[config.mk]
export PLATFORM = sky130hd
export DESIGN_NAME = coolgirl_irq_unit
export DESIGN_NICKNAME = d
export VERILOG_FILES = /design/src/rtl/coolgirl_irq_unit.sv
export SDC_FILE = /design/constraint.sdc
export NUM_CORES = 1
export LEC_CHECK = 0
export ABC_AREA = 1
export BUFFER_PORTS_ARGS = -buffer_cell sky130_fd_sc_hd__buf_2
export CAP_MARGIN = 10
export CORE_ASPECT_RATIO = 0.6
export CORE_MARGIN = 5
export CORE_UTILIZATION = 27
export DETAILED_ROUTE_END_ITERATION = 8
export GPL_TIMING_DRIVEN = 1
export SLEW_MARGIN = 5
export SYNTH_ARGS = -nofsm -noshare
export SYNTH_HDL_FRONTEND = slang
export SYNTH_SLANG_ARGS = --single-unit
[constraint.sdc]
create_clock -name m2_i -period 3.85 [get_ports m2_i]
set_input_delay 0.77 -clock m2_i [delete_from_list [all_inputs] [get_ports m2_i]]
set_output_delay 0.77 -clock m2_i [all_outputs]
set_load 0.005 [all_outputs]
[src/rtl/coolgirl_irq_unit.sv]
// coolgirl_irq_unit: shared mapper IRQ engine with MMC3 A12, CPU-cycle and VRC scanline modes
module coolgirl_irq_unit #(
  parameter int COUNTER_WIDTH = 16,
  parameter int A12_FILTER    = 3,
  parameter int PRESCALE_INIT = 341
) (
  input  logic                     m2_i,
  input  logic                     rst_ni,
  input  logic [1:0]               mode_i,
  input  logic [COUNTER_WIDTH-1:0] reload_value_i,
  input  logic                     reload_we_i,
  input  logic                     counter_load_i,
  input  logic                     enable_we_i,
  input  logic                     enable_in_i,
  input  logic                     ack_i,
  input  logic                     ppu_a12_i,
  output logic                     irq_o,
  output logic [COUNTER_WIDTH-1:0] counter_o
);
  localparam int CW = COUNTER_WIDTH;
  typedef enum logic [1:0] {MODE_OFF, MODE_A12, MODE_CPU, MODE_VRC} mode_e;
  mode_e          mode_q;
  logic           a12_s1_q, a12_s2_q;
  logic [2:0]     low_cnt_q, low_cnt_d;
  logic [8:0]     pre_q, pre_d;
  logic [CW-1:0]  counter_q, counter_d, reload_q, reload_d;
  logic           enable_q, enable_d, pending_q, pending_d, rpend_q, rpend_d, irq_q;
  logic           mode_chg, a12_ev, pre_wrap, tick, set, m1_reload;
  logic [7:0]     m1_next;
  always_comb begin
    mode_chg  = mode_i != mode_q;
    a12_ev    = a12_s2_q && low_cnt_q == 3'(A12_FILTER);
    low_cnt_d = a12_s2_q ? 3'd0 : (low_cnt_q == 3'(A12_FILTER) ? low_cnt_q : low_cnt_q + 3'd1);
    pre_wrap  = pre_q < 9'd3;
    // a load or a mode change swallows whatever tick this cycle would have produced
    tick      = !counter_load_i && !mode_chg &&
                (mode_q == MODE_A12 ? a12_ev :
                 mode_q == MODE_CPU ? enable_q :
                 mode_q == MODE_VRC && enable_q && pre_wrap);
    pre_d     = (counter_load_i || mode_chg) ? 9'(PRESCALE_INIT) :
                (mode_q == MODE_VRC && enable_q) ? (pre_wrap ? pre_q + 9'd338 : pre_q - 9'd3) : pre_q;
    m1_reload = counter_q[7:0] == 8'd0 || rpend_q;
    m1_next   = m1_reload ? reload_q[7:0] : counter_q[7:0] - 8'd1;
    counter_d = counter_q;
    rpend_d   = rpend_q;
    set       = 1'b0;
    if (tick && mode_q == MODE_A12) begin
      counter_d = {{(CW-8){1'b0}}, m1_next};
      rpend_d   = 1'b0;
      set       = m1_next == 8'd0 && enable_q;
    end else if (tick) begin
      counter_d = counter_q == '0 ? reload_q : counter_q - CW'(1);
      set       = counter_q == '0 && enable_q;
    end
    if (reload_we_i && mode_q == MODE_A12) rpend_d = 1'b1;
    if (counter_load_i) begin
      counter_d = reload_value_i;
      rpend_d   = 1'b0;
    end
    reload_d  = reload_we_i ? reload_value_i : reload_q;
    enable_d  = enable_we_i ? enable_in_i : enable_q;
    pending_d = (set || (pending_q && !ack_i)) && !(enable_we_i && !enable_in_i) && !mode_chg;
  end
  always_ff @(posedge m2_i or negedge rst_ni) begin
    if (!rst_ni) begin
      mode_q    <= MODE_OFF;
      a12_s1_q  <= 1'b0;
      a12_s2_q  <= 1'b0;
      low_cnt_q <= 3'd0;
      pre_q     <= 9'(PRESCALE_INIT);
      counter_q <= '0;
      reload_q  <= '0;
      enable_q  <= 1'b0;
      pending_q <= 1'b0;
      rpend_q   <= 1'b0;
      irq_q     <= 1'b1;
    end else begin
      mode_q    <= mode_e'(mode_i);
      a12_s1_q  <= ppu_a12_i;
      a12_s2_q  <= a12_s1_q;
      low_cnt_q <= low_cnt_d;
      pre_q     <= pre_d;
      counter_q <= counter_d;
      reload_q  <= reload_d;
      enable_q  <= enable_d;
      pending_q <= pending_d;
      rpend_q   <= rpend_d;
      irq_q     <= !pending_d;
    end
  end
  assign irq_o     = irq_q;
  assign counter_o = counter_q;
endmodule

==> impl_metrics.ini <==
[critical_path]
reg2regPathDepth = 10
required_ns = 4.07
r2r_setup_slack_ns = 1.47
criticalPathCategory = flip-flop to flip-flop
timing.rr.start = counter_o[0]$_DFFE_PN0P_
worstPathArrival_ns = 2.60
cp_top_family = simple AND/OR/NAND/NOR gates
crit_chain = inv_1 -> ha_1 -> nand2_1 -> nor2_2 -> nand3_1 -> inv_1 -> nand3_1 -> a21oi_1 -> nand2_1 -> a21oi_1
critPathLaunchType = flip-flop
crit_start = counter_o[0]$_DFFE_PN0P_
cpMaxStageDelayCell = nand3_1
cp_max_fo = 12
r2r_end = pending_q$_DFF_PN0_
cp_num_buf_inv = 2
end_kind = flip-flop
cp_slowest_stage_delay_ns = 0.42

[cells_and_area]
final_net_count = 481
area_growth_pct = 16.6
antenna_cells = 0
nFillCells = 1225
final_area_sq_um = 3630
final_layout_size_suffix_gt1_share_pct = 17.6

[yosys]
synthArstFlopShare_pct = 100
yosys.area_share.adder_pct = 2.81
synth_seq_cells = 52
ys_types = 40
post-synth-top-area-cell = dfrtp_1
synth_edf_count = 0
yosys.area_share.xor_xnor_pct = 2.53
ys_warn_count = 0
yosys-top-cells-count = nand2_1 (94), nor2_1 (53), inv_1 (50), dfrtp_1 (46), o21ai_0 (33)
synthSimpleGateAreaFrac_pct = 26.6
synth_compound_area_share_pct = 16.1
syn_inst = 406
synth_top_area_share_pct = 36.9
syn_nets = 439
yosysSeqAreaShare_pct = 42.0
synth-main-ff-cell = dfrtp_1
muxShareOfSynthArea_pct = 1.81
synth_area_leaders = dfrtp_1 (37%), nand2_1 (11%), nor2_1 (6.4%), inv_1 (6.0%), o21ai_0 (5.3%)
synth_top_family_by_area = simple AND/OR/NAND/NOR gates
syn_area_per_cell_sq_um = 7.68
yosysMostFrequentCell = nand2_1
syn_area_sq_um = 3120

[route]
via_count = 2825
wl_per_cell_microns = 13.8
routed_via_density = 4.64
dr.pass1.iters = 6
drt-total-wl_microns = 8400
ant_nets = 0
drt-initial-drc-count = 231
drc = 0

[sta]
rsz0062_at_grt = false
fin_crit_sh_pct = 61.7
max_slew_margin_pct = 62.3
skew_ns = 0.00799
worst_pin_slew_ns = 0.566
setup_viol = 0
min_period_ns = 2.38
finalSetupTns_ns = 0
drv_slew = 0
fmax_mhz = 421
final_hold_viol_count = 0

[power]
ir_drop_v = 0.000186
seqPwrFrac_pct = 45.4
power_mw = 1.43
p_sw_uw = 443
power.density_nw_per_um2 = 394
intPower_uw = 990
switching_share_pct = 30.9
p_comb_share_pct = 20.8
power_frac_clock_pct = 33.8
p_leak_nw = 1.72

[clock_tree]
clkLatencyLatePin_ns = 0.30
post_cts_buffers = 0
cts_sinks = 52
clkTransAtPathRegs_ns = 0.07
tritoncts = yes
htreeDepth = 2
cts_hold_buf = 0
cts_root_buf = clkbuf_16
post_cts_resized = 0
cts_buffer_depth = 2
cts_buffers = 5

[hold_path]
hold_start = a12_s1_q$_DFF_PN0_
whs_path_depth = 0
hold_class = flip-flop to flip-flop
min_to = a12_s2_q$_DFF_PN0_

[floorplan]
coreArea_sq_um = 11300
row_count = 30
die_h_microns = 93.2
die_area_sq_um = 13900
io-pin-count = 43
die_w_microns = 149
start_util_pct = 27.6

[global_route]
grt_pass1_wl_microns = 14000
antenna_found_initial = 0
track_usage_pct = 12.7
grt_pass1_vias = 2742
grt_max_degree = 30
overflow = 0

[run]
drv_cap = 0

[run_status]
outcome = complete, no violations

[placed_design]
hpwlAfterDp_microns = 6330
place.gp.congestion = 0.886
port_buffers = 42
placed_area_sq_um = 3480
==> how the worst max path moves through the flow <==
stage,cells past startpoint,endpoint
after global placement,11,counter_o[6]$_DFFE_PN0P_
after floorplan,10,counter_o[6]$_DFFE_PN0P_
final,10,pending_q$_DFF_PN0_
after detailed placement,11,counter_o[6]$_DFFE_PN0P_
after global routing,12,counter_o[6]$_DFFE_PN0P_
after CTS,10,pending_q$_DFF_PN0_
==> routing by layer <==
| metal | track usage, % | share of wire, % | vias up | wire length (microns) |
|---|---|---|---|---|
| li1 | - | - | 1414 | - |
| met1 | 18.6 | 51 | 1323 | 4320 |
| met2 | 18.2 | 42 | 81 | 3500 |
| met3 | 3.92 | 6.2 | 7 | 519 |
| met4 | 2.89 | 0.81 | 0 | 68 |
| met5 | 0 | 0 | - | 0 |
==> cells in the final DEF (no fill, tap or decap), types with 2 or more instances in the layout <==
cell type / count
a21oi_1: 19
a31oi_1: 4
buf_2: 42
clkbuf_16: 5
clkbuf_8: 2
dfrtp_1: 46
dfstp_2: 6
ha_1: 7
inv_1: 50
mux2_2: 5
nand2_1: 94
nand3_1: 25
nand3_2: 2
nand4_1: 2
nor2_1: 53
nor2_2: 4
nor2_4: 2
nor3_1: 4
o2111ai_1: 2
o211ai_1: 11
o21ai_0: 33
o21ai_1: 2
o221ai_1: 2
o22ai_1: 3
o31ai_1: 2
xnor2_1: 6
xor2_1: 3
==> metrics by stage <==
stage / worst slack [ns] / util (%) / hold WS [ns] / cells
finish: 1.47 / 32.2 / 0.358 / 609
global route: 1.29 / 32.2 / 0.368 / 609
CTS: 1.47 / 32.2 / 0.359 / 609
detailed placement: 1.38 / 30.8 / 0.344 / 601
global placement: 1.44 / 30.8 / 0.341 / 601
floorplan: 1.87 / - / 0.331 / 406
==> sequential cells by signal, indices dropped and copies added (netlist names) <==
name	count
a12_s1_q	1
a12_s2_q	1
counter_o	16
enable_q	1
irq_o	1
low_cnt_q	3
mode_q	2
pending_q	1
pre_q	9
reload_q	16
rpend_q	1
==> logic make-up after synthesis <==
| group | after synthesis |
|---|---|
| muxes | 5 |
| buffers and inverters | 60 |
| adders and majority gates | 7 |
| and+or+nand+nor | 190 |
| DFF | 52 |
| AOI/OAI and AO/OA | 83 |
| xor gates and xnor gates | 9 |
==> power groups by stage <==
stage | clock (mW) | sequential (mW) | combinational, mW
5_1_grt | 0.519 | 0.659 | 0.344
4_1_cts | 0.497 | 0.651 | 0.299
6_report | 0.484 | 0.651 | 0.297
3_3_place_gp | 0 | 0.660 | 0.290
2_1_floorplan | 0 | 0.649 | 0.199
3_5_place_dp | 0 | 0.661 | 0.297
==> worst register-to-register path, delay by kind of cell, from the launching register on <==
family | cells | cell delay [ns]
compound gates | 2 | 0.25
fa+ha+maj | 1 | 0.19
buf+inv | 2 | 0.46
flops | 1 | 0.41
simple gates | 5 | 0.98
==> final cells by class <==
type,count,area [sq um],share of cell area [%]
Multi-Input combinational cell,294,1550,42.8
Clock buffer,8,156,4.30
Sequential cell,52,1310,36.0
Tap cell,160,200,5.51
Inverter,52,198,5.44
Timing Repair Buffer,43,218,5.99
(Power assumes the default switching activity.)
